<file path="config.mk">
export PLATFORM = sky130hd
export DESIGN_NAME = ram_rr_arbiter
export DESIGN_NICKNAME = d
export VERILOG_FILES = /design/src/rtl/ram_rr_arbiter.sv
export SDC_FILE = /design/constraint.sdc
export NUM_CORES = 1
export LEC_CHECK = 0
export ABC_AREA = 1
export CORE_ASPECT_RATIO = 1.1
export CORE_MARGIN = 5
export CORE_UTILIZATION = 33
export DETAILED_ROUTE_END_ITERATION = 10
export GPL_TIMING_DRIVEN = 0
export PLACE_DENSITY = 0.87
export SLEW_MARGIN = 20
export SYNTH_ARGS = -nofsm -noshare
export SYNTH_HDL_FRONTEND = slang
export SYNTH_SLANG_ARGS = --single-unit
export TNS_END_PERCENT = 10
</file>
<file path="constraint.sdc">
create_clock -name clk -period 1.6 [get_ports clk]
set_input_delay 0.48 -clock clk [delete_from_list [all_inputs] [get_ports clk]]
set_output_delay 0.48 -clock clk [all_outputs]
set_load 0.03 [all_outputs]
</file>
<file path="src/rtl/ram_rr_arbiter.sv">
// ---------------------------------------------------------------------------
// ram_rr_arbiter
//
// Two-requester round-robin arbiter in front of one single-port synchronous
// RAM. One access is granted per cycle. The RAM registers its read address,
// so read data arrives one cycle after the grant and is steered back to the
// requester that issued the read. Each requester's rdata holds its last read
// value between reads.
//
// Ports:
//   clk, rst_n          clock, asynchronous active-low reset
//   req0/we0/addr0/wdata0   requester 0 request, write flag, address, data
//   gnt0                    requester 0 access accepted this cycle (comb.)
//   rvalid0/rdata0          requester 0 read-data valid pulse / read data
//   req1 ... rdata1         same for requester 1
//   ram_addr/ram_data/ram_we  RAM address, write data, write enable
//   ram_q                   RAM read data for the address registered last edge
// ---------------------------------------------------------------------------
module ram_rr_arbiter #(
    parameter int DATA_WIDTH = 8,
    parameter int ADDR_WIDTH = 5
) (
    input  logic                  clk,
    input  logic                  rst_n,

    input  logic                  req0,
    input  logic                  we0,
    input  logic [ADDR_WIDTH-1:0] addr0,
    input  logic [DATA_WIDTH-1:0] wdata0,
    output logic                  gnt0,
    output logic                  rvalid0,
    output logic [DATA_WIDTH-1:0] rdata0,

    input  logic                  req1,
    input  logic                  we1,
    input  logic [ADDR_WIDTH-1:0] addr1,
    input  logic [DATA_WIDTH-1:0] wdata1,
    output logic                  gnt1,
    output logic                  rvalid1,
    output logic [DATA_WIDTH-1:0] rdata1,

    output logic [ADDR_WIDTH-1:0] ram_addr,
    output logic [DATA_WIDTH-1:0] ram_data,
    output logic                  ram_we,
    input  logic [DATA_WIDTH-1:0] ram_q
);

    logic                  last_gnt;   // index of the most recent winner
    logic                  rd_pend;    // a read was granted last cycle
    logic                  pend_sel;   // which requester that read belongs to
    logic [DATA_WIDTH-1:0] hold0;
    logic [DATA_WIDTH-1:0] hold1;

    logic                  rd0_go;
    logic                  rd1_go;

    // Grant: under contention the requester that did not win last time wins.
    always_comb begin
        gnt0 = 1'b0;
        gnt1 = 1'b0;
        if (rst_n) begin
            if (req0 && req1) begin
                if (last_gnt) gnt0 = 1'b1;
                else          gnt1 = 1'b1;
            end else if (req0) begin
                gnt0 = 1'b1;
            end else if (req1) begin
                gnt1 = 1'b1;
            end
        end
    end

    // RAM port mux; requester 0 fields are parked on the bus when idle.
    always_comb begin
        ram_we   = 1'b0;
        ram_addr = addr0;
        ram_data = wdata0;
        if (gnt0) begin
            ram_we   = we0;
            ram_addr = addr0;
            ram_data = wdata0;
        end else if (gnt1) begin
            ram_we   = we1;
            ram_addr = addr1;
            ram_data = wdata1;
        end
    end

    assign rd0_go = gnt0 && !we0;
    assign rd1_go = gnt1 && !we1;

    always_ff @(posedge clk or negedge rst_n) begin
        if (!rst_n) begin
            last_gnt <= 1'b1;
            rd_pend  <= 1'b0;
            pend_sel <= 1'b0;
            hold0    <= '0;
            hold1    <= '0;
        end else begin
            if (gnt0)      last_gnt <= 1'b0;
            else if (gnt1) last_gnt <= 1'b1;

            rd_pend <= rd0_go || rd1_go;
            if (rd0_go)      pend_sel <= 1'b0;
            else if (rd1_go) pend_sel <= 1'b1;

            // Capture the returning word so it can be presented between reads.
            if (rvalid0) hold0 <= ram_q;
            if (rvalid1) hold1 <= ram_q;
        end
    end

    // One shared pending-read flag, split by the recorded owner.
    always_comb begin
        rvalid0 = rd_pend && !pend_sel;
        rvalid1 = rd_pend &&  pend_sel;
        rdata0  = rvalid0 ? ram_q : hold0;
        rdata1  = rvalid1 ? ram_q : hold1;
    end

endmodule

</file>
==> impl_metrics.json <==
{
  "dominant_cell_type_by_area_after_synthesis": "sky130_fd_sc_hd__dfrtp_1",
  "cell_count_after_synthesis": 128,
  "grt_start_max_net_pins": 11,
  "final_period_minus_worst_setup_slack_ns": 1.97,
  "die_h_microns": 66,
  "synth_seq_area_share_pct": 50.7,
  "max_clock_freq_mhz": 507,
  "layout.nets": 252,
  "clk_pin_slew_worst_paths_ns": 0.11,
  "grt_antenna_before_repair": 0,
  "viasPerCell": 4.72,
  "power.static_leakage_nw": 1.06,
  "place_congestion": 0.767,
  "num-fill-cells": 173,
  "grt_use_total_pct": 16.9,
  "ctsRootBufferMaster": "sky130_fd_sc_hd__clkbuf_4",
  "layout-drive-gt1-share_pct": 44.5,
  "cp_max_fo": 6,
  "num_io_pins": 74,
  "start_kind": "flip-flop",
  "overflow": 0,
  "grt_pass1_wl_mm": 5.10,
  "layout-area-overhead-vs-synth_pct": 120,
  "dieWidth_microns": 60.9,
  "drt_first_pass_iters": 4,
  "worst_ir_drop_vdd_uv": 1020,
  "rsz_0062_raised_after_global_routing": "yes",
  "clk_path_buf_depth": 2,
  "tns_ns": -9.99,
  "cts_buffers": 3,
  "core_region_area_sq_um": 2750,
  "totalPowerFinal_mw": 2.36,
  "slew_headroom_pct": 70.7,
  "layout.cell_area.non_filler_sq_um": 2070,
  "synth_area_per_cell_sq_um": 7.35,
  "cap_viol_max_count": 0,
  "outcome": "finished, violations left",
  "worstSetupPathType": "flip-flop to output port",
  "final-max-slew-violation-count": 0,
  "netlist-cell-type-count": 16,
  "synth_fp_nets": 168,
  "worst_pin_slew_ns": 0.438,
  "tritoncts_clock_tree": "done",
  "postPlaceCellArea_sq_um": 1730,
  "worstSetupEndpointType": "output port",
  "io_buffer_count": 73,
  "diodes": 0,
  "finalWirelength_mm": 3.77,
  "cp_data_required_time_ns": 1.12,
  "start_util_pct": 34.2,
  "via_count": 1151,
  "route.antenna.remaining_nets": 0,
  "setup-violations-final": 34,
  "failed_checks": "negative setup slack",
  "synth_top_area_share_pct": 47.9,
  "cell_area_power_density_nw_per_um2": 1140,
  "fp.dieArea_sq_um": 4020,
  "yosysWarnings": 0,
  "route.detailed.wl_per_inst_microns": 15.5,
  "fin_ws_ns": -0.373,
  "clock-sinks": 19,
  "fin_skew_ns": 0.00431,
  "detail_route.iter0.violations": 31,
  "final.period_utilization_pct": 123,
  "min-delay-path-class": "primary input to async pin",
  "place_hpwl_mm": 2.31,
  "worst_skew_pair.late_latency_ns": 0.30,
  "core.rowCount": 20,
  "finalHoldViolations": 0,
  "grt_pass1_vias": 1144,
  "synth_area_sq_um": 941,
  "detail_route.drc_violations": 0,
  "ctsHtreeMaxLevel": 1,
  "arrival_ns": 1.49,
  "netlist_top_cells_area": "sky130_fd_sc_hd__dfrtp_1 48%, sky130_fd_sc_hd__nand2_1 25%, sky130_fd_sc_hd__o21ai_0 8.0%",
  "yosys_register_bits": 19
}
[critical path, stage by stage, from the launching register on]
cell	delay (ns)
sky130_fd_sc_hd__dfstp_2	0.59
sky130_fd_sc_hd__nand2_4	0.08
sky130_fd_sc_hd__nand2_8	0.10
sky130_fd_sc_hd__inv_8	0.04
sky130_fd_sc_hd__buf_8	0.13
sky130_fd_sc_hd__nand2_2	0.06
sky130_fd_sc_hd__nand2_2	0.05
sky130_fd_sc_hd__buf_6	0.13
[synthesized netlist by cell type (all sizes together)]
master / n
dfstp: 1
nand3: 1
inv: 17
nor2: 1
or2: 1
clkinv: 1
nand2: 66
buf: 4
a21oi: 1
dfrtp: 18
o21ai: 17
[cells in the final DEF (no fill, tap or decap), drive strengths merged, types with 2 or more instances in the layout]
| cell type | instances |
|---|---|
| dfrtp | 18 |
| o21ai | 17 |
| inv | 17 |
| clkbuf | 4 |
| nand2 | 66 |
| buf | 43 |
| dlygate4sd3 | 2 |
| clkdlybuf4s50 | 36 |
[state kept, by name, indices dropped and copies added (netlist names)]
| signal | flops |
|---|---|
| hold0 | 8 |
| hold1 | 8 |
| last_gnt | 1 |
| pend_sel | 1 |
| rd_pend | 1 |
[final cells by class]
type,instances,area [sq um],share of cell area (%)
multi-input cells,87,563,27.2
inverters,18,76.3,3.69
repair buffers,79,817,39.5
flip-flops and latches,19,477,23.0
clock buffers,4,26.3,1.27
plain buffers,4,70.1,3.38
well taps,33,41.3,1.99
[routing by layer]
| layer | GRT usage, % | vias to the layer above | wire [microns] | part of all wire (%) |
|---|---|---|---|---|
| met3 | 5.47 | 5 | 359 | 9.5 |
| met4 | 6.78 | 0 | 45 | 1.2 |
| met5 | 0 | - | 0 | 0 |
| li1 | - | 553 | - | - |
| met2 | 31.8 | 48 | 2140 | 57 |
| met1 | 16.2 | 545 | 1230 | 33 |
[path summary, 6_finish.rpt]
check,start,end,slack (ns),depth (start not counted)
max,last_gnt,ram_data[3],-0.37,7
min,rst_n,last_gnt,0.09,1
max reg2reg,last_gnt,pend_sel,0.45,5
min reg2reg,hold0[0],hold0[0],0.50,2
max in group asynchronous,rst_n,hold0[3],0.66,2
min in group clk,hold0[0],hold0[0],0.50,2
[cells by family after synthesis]
kind of cell,after synthesis,synth area share (%)
simple gates,69,28.7
buf+inv,22,11.0
flops,19,50.7
compound gates,18,9.57
[power by group]
| part | internal [mW] | switching [mW] |
|---|---|---|
| clock | 0.0974 | 0.153 |
| sequential | 0.633 | 0.0605 |
| combinational | 0.611 | 0.809 |
[stage by stage]
step	hold WS [ns]	std cells	utilization [%]	setup slack, ns
floorplan	0.184	128	-	-0.224
global placement	0.455	234	62.9	-1.82
detailed placement	0.456	234	62.9	-1.86
CTS	0.0980	243	70.3	-0.327
global route	0.0886	244	75.2	-0.434
finish	0.0927	244	75.2	-0.373
[repair_timing]
item                                   CTS  global route
cloned                                   1             0
setup buffers                            2             1
resized for setup                      293            33
hold buffers                             2             0
setup endpoints to repair               37            34
pin swaps                                4            12
endpoints found under the hold margin    9             0
No activity file was read; power rests on OpenSTA's default activity.
